## config.mk

```make
export PLATFORM = sky130hd
export DESIGN_NAME = instr_sequencer
export DESIGN_NICKNAME = d
export VERILOG_FILES = /design/src/rtl/instr_sequencer.sv
export SDC_FILE = /design/constraint.sdc
export NUM_CORES = 1
export LEC_CHECK = 0
export CORE_MARGIN = 4
export CORE_UTILIZATION = 41
export DETAILED_ROUTE_END_ITERATION = 16
export HOLD_SLACK_MARGIN = 0.05
export PLACE_DENSITY_LB_ADDON = 0.15
export SLEW_MARGIN = 25
export SYNTH_ARGS = -nofsm -noshare
export SYNTH_HDL_FRONTEND = slang
export SYNTH_SLANG_ARGS = --single-unit
```

## constraint.sdc

```tcl
create_clock -name clk -period 2.58 [get_ports clk]
set_input_delay 0.516 -clock clk [delete_from_list [all_inputs] [get_ports clk]]
set_output_delay 0.516 -clock clk [all_outputs]
set_load 0.01 [all_outputs]
```

## src/rtl/instr_sequencer.sv

```systemverilog
// Multi-cycle FETCH/DECODE/EXECUTE/WRITEBACK sequencer for the R/I-type RV32I core.
// Optional retired-instruction counter enabled by defining SEQ_INSTRET_COUNT_EN.
module instr_sequencer #(
  parameter int              ADDR_W        = 32,
  parameter logic [ADDR_W-1:0] RESET_PC    = '0,
  parameter int              FETCH_TIMEOUT = 16,
  parameter int              OPCODE        = 7
) (
  input  logic              clk,
  input  logic              reset,
  input  logic              run_i,
  output logic              imem_req_o,
  output logic [ADDR_W-1:0] imem_addr_o,
  input  logic              imem_ack_i,
  input  logic [31:0]       imem_rdata_i,
  output logic [31:0]       instr_o,
  input  logic              reg_write_i,
  output logic              alu_en_o,
  output logic              rf_we_o,
  output logic [ADDR_W-1:0] pc_o,
  output logic              retire_o,
  output logic              halted_o,
  output logic [1:0]        trap_cause_o,
  output logic [2:0]        state_o,
  output logic [31:0]       instret_o
);

  typedef enum logic [2:0] {
    S_IDLE      = 3'd0,
    S_FETCH     = 3'd1,
    S_DECODE    = 3'd2,
    S_EXECUTE   = 3'd3,
    S_WRITEBACK = 3'd4,
    S_TRAP      = 3'd5
  } state_t;

  localparam logic [7:0]        TIMEOUT_LAST = 8'(FETCH_TIMEOUT - 1);
  localparam logic [OPCODE-1:0] OP_REG       = OPCODE'(7'b0110011);
  localparam logic [OPCODE-1:0] OP_IMM       = OPCODE'(7'b0010011);
  localparam logic [1:0]        CAUSE_ILLEGAL = 2'd1;
  localparam logic [1:0]        CAUSE_TIMEOUT = 2'd2;

  state_t              state_r;
  state_t              state_s;
  logic [ADDR_W-1:0]   pc_r;
  logic [31:0]         ir_r;
  logic [7:0]          cnt_r;
  logic                halted_r;
  logic [1:0]          cause_r;
  logic                legal_s;
  logic                timeout_s;

  assign legal_s   = (ir_r[OPCODE-1:0] == OP_REG) || (ir_r[OPCODE-1:0] == OP_IMM);
  assign timeout_s = (cnt_r == TIMEOUT_LAST);

  // Next-state logic; an ack in the timeout cycle takes priority over the trap.
  always_comb begin
    state_s = state_r;
    case (state_r)
      S_IDLE: begin
        if (run_i) state_s = S_FETCH;
        else       state_s = S_IDLE;
      end
      S_FETCH: begin
        if (imem_ack_i)     state_s = S_DECODE;
        else if (timeout_s) state_s = S_TRAP;
        else                state_s = S_FETCH;
      end
      S_DECODE: begin
        if (legal_s) state_s = S_EXECUTE;
        else         state_s = S_TRAP;
      end
      S_EXECUTE: state_s = S_WRITEBACK;
      S_WRITEBACK: begin
        if (run_i) state_s = S_FETCH;
        else       state_s = S_IDLE;
      end
      S_TRAP:  state_s = S_TRAP;
      default: state_s = S_TRAP;
    endcase
  end

  // State, PC, IR, fetch-timeout counter and trap bookkeeping.
  always_ff @(posedge clk) begin
    if (reset) begin
      state_r  <= S_IDLE;
      pc_r     <= RESET_PC;
      ir_r     <= 32'd0;
      cnt_r    <= 8'd0;
      halted_r <= 1'b0;
      cause_r  <= 2'd0;
    end else begin
      state_r <= state_s;
      case (state_r)
        S_FETCH: begin
          if (imem_ack_i) begin
            ir_r  <= imem_rdata_i;
            cnt_r <= 8'd0;
          end else if (timeout_s) begin
            cnt_r    <= 8'd0;
            halted_r <= 1'b1;
            cause_r  <= CAUSE_TIMEOUT;
          end else begin
            cnt_r <= cnt_r + 8'd1;
          end
        end
        S_DECODE: begin
          if (!legal_s) begin
            halted_r <= 1'b1;
            cause_r  <= CAUSE_ILLEGAL;
          end
        end
        S_WRITEBACK: pc_r <= pc_r + ADDR_W'(4);
        default: ;
      endcase
    end
  end

  assign imem_req_o   = (state_r == S_FETCH);
  assign imem_addr_o  = pc_r;
  assign alu_en_o     = (state_r == S_EXECUTE);
  assign retire_o     = (state_r == S_WRITEBACK);
  assign rf_we_o      = (state_r == S_WRITEBACK) && reg_write_i && (ir_r[11:7] != 5'd0);
  assign instr_o      = ir_r;
  assign pc_o         = pc_r;
  assign halted_o     = halted_r;
  assign trap_cause_o = cause_r;
  assign state_o      = state_r;

`ifdef SEQ_INSTRET_COUNT_EN
  logic [31:0] instret_r;

  // Retired-instruction counter, wraps naturally at 2^32.
  always_ff @(posedge clk) begin
    if (reset) begin
      instret_r <= 32'd0;
    end else if (state_r == S_WRITEBACK) begin
      instret_r <= instret_r + 32'd1;
    end else begin
      instret_r <= instret_r;
    end
  end

  assign instret_o = instret_r;
`else
  assign instret_o = 32'd0;
`endif

endmodule

```

---- Word-level counts from Yosys, hierarchy flattened ----
Index checks and enable logic that the tools add are counted.
word-level totals
  flip-flop bits (word level) ............. 78
  input bits .............................. 37
  word-level logic and storage cells ...... 42
operators by class
  add/sub/neg operators ................... 2
  equal/unequal tests ..................... 10
  mux-type cells .......................... 15
  reductions and logical operators ........ 9
operators with widths
  kind                                                  number
  adder 32 x 3 -> 32 bit (second input constant)        1
  2-to-1 mux 8 bit                                      2
  one-hot mux 3 bit (4 select lines)                    1
  2-to-1 mux 3 bit                                      3
  adder 8 x 1 -> 8 bit (second input constant)          1
  equality test 8 x 4 -> 1 bit (second input constant)  1
  equality test 7 x 5 -> 1 bit (second input constant)  1
  equality test 7 x 6 -> 1 bit (second input constant)  1
  equality test 3 x 2 -> 1 bit (second input constant)  2
  2-to-1 mux 2 bit                                      3
  nonzero test 5 bit                                    1
  2-to-1 mux 1 bit                                      4
  != test 2 bit (second input constant)                 2
  one-hot mux 2 bit (2 select lines)                    1
  AND reduction 4 bit                                   1
  equality test 3 x 1 -> 1 bit (second input constant)  1
  equality test 3 bit (second input constant)           1
  logical NOT 3 bit                                     1
  logical AND 1 bit                                     2
  != test 2 x 1 -> 1 bit (second input constant)        1
  one-hot mux 1 bit (2 select lines)                    1
  AND reduction 2 bit                                   1
  nonzero test 2 bit                                    1
  OR reduction 2 bit                                    1
  logical OR 1 bit                                      1

---- Longest topological paths before layout ----
Gate-level depths: netlist of run 1.
  depth after elaboration ................. 4
  gate-level depth with buffers ........... 8
  depth with buffers taken out ............ 6

---- Worst setup path after synthesis of run 1 ----
OpenSTA, ideal clock, no wires.
  path kind ............................... register -> register
  start ................................... reg state_r[2], in the netlist state_o[2]
  end ..................................... reg pc_r[30], in the netlist imem_addr_o[30]
  library setup time ...................... 0.121 ns
  data arrival time ....................... 2.117 ns
  data required time ...................... 2.459 ns
  slack ................................... 0.343 ns
  cell stages (with the launch flop) ...... 7
  clock period less this slack ............ 2.237 ns
  path through ............................ dfxtp_1 buf_4 or3b_1 buf_6 or4_4 nor4_2 mux2_2
on the way
  cells in the longest elaborated chain, start to end .. 1
RTL lines
  what                      line  text
  start: declaration        43    state_t state_r;
  start signal: assignment  93    state_r <= state_s;
  equality test 3 bit       94    case (state_r)
  end signal: assignment    113   S_WRITEBACK: pc_r <= pc_r + ADDR_W'(4);
  end: declaration          45    logic [ADDR_W-1:0] pc_r;
Every way passes these cells.
A chain may end at the register's enable or synchronous reset.

---- Final worst setup path of run 1 ----
  start ................................... reg state_r[1], in the netlist state_o[1]
  end ..................................... out rf_we_o
on the way
  cells in the longest elaborated chain, start to end .. 3
RTL lines
  what                             line  text
  equality test 3 bit              123   assign rf_we_o = (state_r == S_WRITEBACK) && reg_write_i && (ir_r[11:7] != 5'd0);
  logical AND 1 bit (2 in series)  123
  end: declaration                 19    output logic rf_we_o,
Every way passes these cells.

==> reports/metrics.csv, run 1 <==
metric,value,unit
outcome,"finished, final reports clean",
final_hold_viol_count,0,
worst-setup-path-type,reg -> out,
yosysWarnings,0,
die_y,103,um
dieArea,10700,um^2
synth_area,3730,um^2
wl_per_cell,14.2,um
mostFrequentLayoutCells,"137 x clkdlybuf4s50_1, 85 x nand2_1, 74 x dfxtp_1",
clock_latency,0.35,ns
cts.sinks,76,
path_clk_slew,0.07,ns
total_power,2.57,mW
worst_slack,0.0816,ns
dpl.hpwl,7.14,mm
cp-end-kind,output pin,
row_count,34,
core-area,8810,um^2
slew-limit-headroom,63.0,%
die_x,103,um
ios,175,
slew_viol_final,0,
critPathMaxFanout,9,
min_period,2.50,ns
place_ws,0.222,ns
ir_drop,0.329,mV
grt_overflow,0,
start_util,42.4,%
cp_data_arrival_time,1.98,ns
wl,9.71,mm
final_util,58.3,%
crit_required,2.06,ns
use_met2,25.2,%
met3_usage,8.58,%
synth-main-ff-cell,dfxtp_1,
ys_async_sr_fraction,0,%
initialDrtViolationCount,151,
tns,0,ns
synth_cell_types,45,
skew,0.0115,ns
cts_root_buffer,clkbuf_8,
r2r_cells,5,
setup_viol,0,
cts_max_path_buffers,2,
firstDrtPassIters,5,
grt_pass1_vias,2917,
grt.total_usage,17.5,%
critPathLaunchType,flip-flop,
reg2reg_setup_slack,0.32,ns
num_vias,3436,
drive_above_1_share,7.30,%
busiest_layer,met2,
syn2layout_area_growth,37.5,%
grt_max_degree,39,
gp_congestion,0.776,
nFillCells,814,
final_common_cell,clkdlybuf4s50_1,
drc,0,
drtAntennaViolNets,0,
cts_hold_buf,0,
io_buffers,138,
synth_cells,462,
synth_edf_count,0,
diodes,0,
seq_area_frac_synth,40.8,%
grt_pass1_wl,14.6,mm
hold_depth,2,
cts_tree,yes,
hp-class,reg -> reg,
fmax,0.400,GHz
use_met1,22.7,%
power_leakage,1.81,nW
min_period_over_period,96.8,%
tightest_slew,0.548,ns
power.density_cell_area,500,nW/um^2
syn_avg_cell_area,8.08,um^2
maxCapViolations,0,
fin_nets,610,
cts_max_level,3,
antenna_found_initial,0,
cts_inserted_buffers,9,
via_per_inst,5.03,
synth-seq-cells,76,
[state kept, by name, summed over array words and instances (netlist names)]
name and cells:
state_o 3, cnt_r 8, instr_o 32, halted_o 1, trap_cause_o 2, imem_addr_o 30
[layer usage]
| metal | part of all wire [%] | vias up |
|---|---|---|
| met1 | 41 | 1581 |
| met2 | 46 | 137 |
| met4 | 0.90 | 0 |
| li1 | - | 1711 |
| met3 | 12 | 7 |
| met5 | 0 | - |
[logic make-up after synthesis]
| group | share of synthesized area, % |
|---|---|
| adder cells (fa/ha/maj) | 0.671 |
| other | 0.101 |
| XOR/XNOR | 2.82 |
| AND/OR/NAND/NOR | 24.6 |
| buffers and inverters | 16.7 |
| AO/OA/AOI/OAI | 12.9 |
| multiplexers | 1.48 |
| flip-flops | 40.8 |
[metrics by stage]
step	area [um^2]	instances	hold slack, ns
6_report	5130	683	0.455
5_1_grt	5130	683	0.473
4_1_cts	5090	679	0.458
3_5_place_dp	4850	664	0.446
3_3_place_gp	4850	664	0.439
2_1_floorplan	3860	497	0.452
[cell usage after synthesis, types with 4 or more instances]
master | count | area, um^2
a21oi_1 | 52 | 260
a311oi_1 | 4 | 35.0
and3_1 | 9 | 56.3
buf_4 | 67 | 503
clkbuf_1 | 17 | 63.8
dfxtp_1 | 76 | 1520
inv_1 | 5 | 18.8
mux2_2 | 4 | 45.0
nand2_1 | 85 | 319
nand3_1 | 11 | 55.1
nand4_1 | 12 | 75.1
nor2_1 | 25 | 93.8
nor2b_1 | 4 | 25.0
nor3_1 | 9 | 45.0
o21ai_0 | 9 | 45.0
o31ai_1 | 8 | 60.1
or3_1 | 7 | 43.8
or4_1 | 9 | 67.6
xnor2_1 | 5 | 43.8
xor2_1 | 7 | 61.3
[power breakdown]
group / internal (mW) / switching, mW
clock: 0.640 / 0.430
combinational: 0.136 / 0.140
sequential: 1.20 / 0.0200
total: 1.98 / 0.590
[path summary, 6_finish.rpt]
check | from | endpoint
setup reg to reg | state_o[1]$_SDFF_PP0_ | imem_addr_o[30]$_SDFFE_PP0N_
hold reg to reg | instr_o[15]$_SDFFE_PP0N_ | instr_o[15]$_SDFFE_PP0N_
hold / removal | instr_o[15]$_SDFFE_PP0N_ | instr_o[15]$_SDFFE_PP0N_
setup / recovery | state_o[1]$_SDFF_PP0_ | rf_we_o
[layout make-up]
cell class,instances,area [um^2],share of cell area (%)
Tap cell,108,135,2.63
Clock inverter,4,98.8,1.93
Multi-Input combinational cell,325,1730,33.6
Timing Repair Buffer,152,1480,28.9
Sequential cell,76,1520,29.7
Clock buffer,11,131,2.56
Inverter,7,35.0,0.683
[critical path, cell delays in order (launching register included)]
cell,delay [ns]
dfxtp_2,0.36
or3b_4,0.46
inv_6,0.12
o311a_1,0.17
clkdlybuf4s50_1,0.54
[what timing repair did]
action,4_1_cts,5_1_grt
gates resized for setup,3,4
pin swaps,1,1
buffers inserted,0,4
endpoints found under the setup margin,3,2
No activity file was read; power rests on OpenSTA's default activity.
==> run 2: changes to the inputs <==
--- a/config.mk
+++ b/config.mk
@@ -9,7 +9,7 @@
 export CORE_UTILIZATION = 41
 export DETAILED_ROUTE_END_ITERATION = 16
 export HOLD_SLACK_MARGIN = 0.05
-export PLACE_DENSITY_LB_ADDON = 0.15
+export PLACE_DENSITY = 0.77
 export SLEW_MARGIN = 25
 export SYNTH_ARGS = -nofsm -noshare
 export SYNTH_HDL_FRONTEND = slang
==> run 2 against run 1 <==
Flip-flop and latch count unchanged. Register-to-register slack better by 0.12 ns. First-iteration DRC count down 13%. Hold slack worse by 0.00064 ns. Clock skew down 0.0042 ns. Critical endpoint is now imem_req_o.
==> reports/metrics.csv, run 2 (synthesized netlist as in run 1, its figures left out) <==
metric,value,unit,change
outcome,"finished, final reports clean",,
slew-limit-headroom,41.6,%,-21 points
cts_max_level,3,,unchanged
total_power,2.51,mW,-2.1%
start_util,42.4,%,unchanged
skew,0.00734,ns,-0.00416 ns
pwr-share-comb,10.9,%,+0.2 points
slew_viol_final,0,,unchanged
min_period,2.47,ns,-0.0321 ns
hp-class,reg -> reg,,
cts_root_buffer,clkbuf_8,,
fin_cells,685,,+0.29%
grt_max_degree,40,,+2.6%
fmax,0.405,GHz,+1.3%
place_ws,0.225,ns,+0.00322 ns
maxCapViolations,0,,unchanged
p_switching,602,uW,+2.0%
seq_area,1520,um^2,unchanged
rsz0062_at_grt,no,,
cts_tree,yes,,
firstDrtPassIters,4,,-1
p_seq_share,48.6,%,+1.0 points
cts.sinks,76,,unchanged
die_x,103,um,unchanged
power.density_cell_area,490,nW/um^2,-2.0%
initialDrtViolationCount,131,,-13%
cts_hold_buf,0,,unchanged
dieArea,10700,um^2,unchanged
cp-end-kind,output pin,,
power_leakage,1.83,nW,+1.2%
grt_pass1_wl,14.5,mm,-0.42%
placed_cells,664,,unchanged
diodes,0,,unchanged
critPathMaxFanout,9,,unchanged
ir_drop,0.282,mV,-14%
wl,9.56,mm,-1.5%
core-area,8810,um^2,unchanged
clock_latency,0.35,ns,about the same
syn2layout_area_growth,37.4,%,
worst_slack,0.114,ns,+0.0321 ns
num_vias,3499,,+1.8%
final_hold_viol_count,0,,unchanged
cp_data_arrival_time,1.95,ns,-0.03 ns
grt_overflow,0,,unchanged
drtAntennaViolNets,0,,unchanged
multi_input_area,1720,um^2,-0.29%
row_count,34,,unchanged
crit_required,2.06,ns,about the same
antenna_found_initial,0,,unchanged
critPathLaunchType,flip-flop,,
final_common_cell,clkdlybuf4s50_1,,
worst-setup-path-type,reg -> out,,
switching_share,24.0,%,+0.98 points
min_period_over_period,95.6,%,-1.2 points
dpl.hpwl,7.13,mm,-0.18%
drive_above_1_share,7.63,%,+0.32 points
pwr-share-clk,40.6,%,-1.1 points
via_per_inst,5.11,,+1.5%
largest_reg_flops,32,,unchanged
nFillCells,812,,-0.25%
ios,175,,unchanged
design_area,5120,um^2,-0.12%
gp_congestion,0.881,,+14%
drc,0,,unchanged
die_y,103,um,unchanged
grt.total_usage,17.2,%,-0.25 points
mostFrequentLayoutCells,"136 x clkdlybuf4s50_1, 85 x nand2_1, 74 x dfxtp_1",,
tns,0,ns,unchanged
tightest_slew,0.855,ns,+0.307 ns
wl_per_cell,14.0,um,-1.8%
path_clk_slew,0.08,ns,about the same
cts_max_path_buffers,2,,unchanged
io_buffers,138,,unchanged
grt_pass1_vias,3107,,+6.5%
cts_inserted_buffers,9,,unchanged
setup_viol,0,,unchanged
intPower,1.91,mW,-3.4%
fin_nets,611,,+0.16%
placed_area,4850,um^2,unchanged
==> run 2: worst paths after layout <==
check	from	endpoint	slack, ns	depth (start not counted)
max reg2reg	state_o[1]$_SDFF_PP0_	imem_addr_o[30]$_SDFFE_PP0N_	0.44	4
min reg2reg	instr_o[20]$_SDFFE_PP0N_	instr_o[20]$_SDFFE_PP0N_	0.45	2
max	state_o[0]$_SDFF_PP0_	imem_req_o	0.11	4
min	instr_o[20]$_SDFFE_PP0N_	instr_o[20]$_SDFFE_PP0N_	0.45	2
==> run 2: power groups by stage <==
stage	combinational, mW	sequential (mW)	clock, mW
6_report	0.273	1.22	1.02
5_1_grt	0.300	1.22	1.11
4_1_cts	0.267	1.22	1.04
3_5_place_dp	0.265	1.25	0
3_3_place_gp	0.262	1.24	0
2_1_floorplan	0.154	1.26	0
==> run 2: per-stage QoR <==
step	hold WS (ns)	util (%)
finish	0.454	58.2
global route	0.477	58.2
CTS	0.456	57.7
detailed placement	0.448	55.1
global placement	0.441	55.1
floorplan	0.452	-
==> run 2: metal layers <==
layer	share of wire (%)	up-vias	GRT usage, %
li1	-	1715	-
met1	41	1600	20.8
met2	46	168	26.7
met3	12	16	8.38
met4	1.5	0	6.08
met5	0	-	0
==> run 2: repair_timing <==
action | in CTS | in global routing
setup buffers | 0 | 5
resized for setup | 3 | 3
endpoints found under the hold margin | 0 | 0
pin swaps | 1 | 1
setup endpoints to repair | 3 | 2
==> run 2: cell type report <==
type / instances / area share [%]
multi-input cells: 325 / 33.6
flip-flops and latches: 76 / 29.7
repair buffers: 153 / 29.1
clock buffers: 11 / 2.76
well taps: 108 / 2.64
clock inverters: 5 / 1.64
inverters: 7 / 0.562
==> run 2: critical path, stage by stage, from the launching register on <==
cell and delay (ns):
dfxtp_2 0.40, inv_1 0.10, or3_1 0.42, inv_2 0.13, clkdlybuf4s50_1 0.55
==> RTL change: new RTL, flow settings as in run 1 <==
Change the parameter `ADDR_W` from 32 to 16.
--- a/src/rtl/instr_sequencer.sv
+++ b/src/rtl/instr_sequencer.sv
@@ -1,7 +1,7 @@
 // Multi-cycle FETCH/DECODE/EXECUTE/WRITEBACK sequencer for the R/I-type RV32I core.
 // Optional retired-instruction counter enabled by defining SEQ_INSTRET_COUNT_EN.
 module instr_sequencer #(
-  parameter int              ADDR_W        = 32,
+  parameter int              ADDR_W        = 16,
   parameter logic [ADDR_W-1:0] RESET_PC    = '0,
   parameter int              FETCH_TIMEOUT = 16,
   parameter int              OPCODE        = 7
Interface: changed (resized imem_addr_o and pc_o); port bits go from 175 to 143. No check against the original RTL was run, so the function may have changed too.
==> RTL change against run 1 <==
Global-route usage down 1.3 points; via count down 26%; total power down 21%; clock power down 25%; worst setup slack better by 160 ps; area after synthesis down 23%; cell count down 21%; first-iteration DRC count down 44%; cell area down 23%; synthesized cell count down 24%; sequential cell count down 16; die area down 22%; critical path depth down 1; routed wire length down 28%; critical path type unchanged; critical endpoint unchanged; largest cell class unchanged.
==> RTL change: results (changes against run 1) <==
outcome=finished, final reports clean; Slew @ Worst Pin=663 ps (+116 ps); post-placement setup slack=406 ps (+184 ps); CP Max Fanout=3 (-6); Routed wire per std cell=13.0 um (-8.6%); initial DRC count=84 (-44%); Post-DP Area=3760 um2 (-23%); sequential power=0.975 mW (-20%); largest net degree at the start of global routing=33 (-15%); clock skew=10.9 ps (-0.630 ps); R2R setup slack=810 ps (+490 ps); Vias=2531 (-26%); layout net count=480 (-21%); first-pass GRT wire length=10.9 mm (-26%); Min Hold Slack=452 ps (-2.63 ps); Yosys cell types=46 (+2.2%); share of layout cells above drive strength 1=6.50% (-0.80 points); routability-driven placement congestion ratio=0.809 (+4.3%); Avg Inst Size Synth=8.20 um2 (+1.5%); WHS Endpoint=instr_o[28]; Psw=0.518 mW (-12%); Power Clock=0.807 mW (-25%); Peak VDD IR=0.000273 V (-17%); slowest stage delay, CP=480 ps (-60 ps); Detailed Place HPWL=5.06 mm (-29%); reg-to-reg startpoint=imem_addr_o[5]; Port Buffers=106 (-23%); non-filler instance count after layout=542 (-21%); CTS-repair resized insts=0 (-3); sequential area share after synthesis=42.0% (+1.2 points); R2R Path End=imem_addr_o[15]; top post-synthesis cells by count=nand2_1, dfxtp_1, buf_4; Inst Count DP=526 (-21%); vias in the first global route=2253 (-23%); CP arrival=1820 ps (-160 ps); P_leak=1.45 nW (-20%); fill count=625 (-23%)
==> RTL change: cell types whose count changed after synthesis, moves of 8 or more <==
cell,change
a21oi_1,-8
nand2_1,-8
nand4_1,-8
nor2_1,-8
dfxtp_1,-16
buf_4,-16
==> RTL change: how the worst max path moves through the flow <==
stage / to / cells past startpoint / slack, ps / start
global route: retire_o / 3 / 150 / state_o[1]
CTS: rf_we_o / 3 / 220 / instr_o[7]
finish: rf_we_o / 3 / 240 / instr_o[7]
detailed placement: rf_we_o / 3 / 410 / reg_write_i
floorplan: rf_we_o / 3 / 830 / state_o[2]
global placement: rf_we_o / 3 / 410 / reg_write_i
==> RTL change: layout make-up <==
cell class / instances / area, um2 / share of cell area [%]
multi-input combinational: 253 / 1310 / 33.3
sequential: 60 / 1200 / 30.5
timing repair buffer: 114 / 1120 / 28.3
clock buffer: 10 / 128 / 3.24
tap: 96 / 120 / 3.05
clock inverter: 6 / 55.1 / 1.40
inverter: 3 / 11.3 / 0.286
==> RTL change: layer usage <==
layer,share of wire [%],global-route usage [%],vias up
met5,0,0,-
met4,1.4,7.91,0
met3,8.3,5.14,9
met2,46,26.2,91
met1,44,19.3,1164
li1,-,-,1267
==> RTL change: worst min-delay path, cell delays in order, from the launching register on <==
cell and delay (ps):
dfxtp_1 310, nand2_1 50, a21oi_1 50
==> RTL change: logic make-up (layout without fill, tap and decap cells) <==
kind of cell,Yosys count,in the layout,synth area share (%)
and+or+nand+nor,142,142,24.6
DFF,60,60,42.0
other,1,36,0.131
AOI/OAI and AO/OA,62,62,12.2
adders and majority gates,2,2,0.875
xor gates and xnor gates,10,10,3.06
muxes,1,1,0.350
buffers and inverters,71,133,16.8
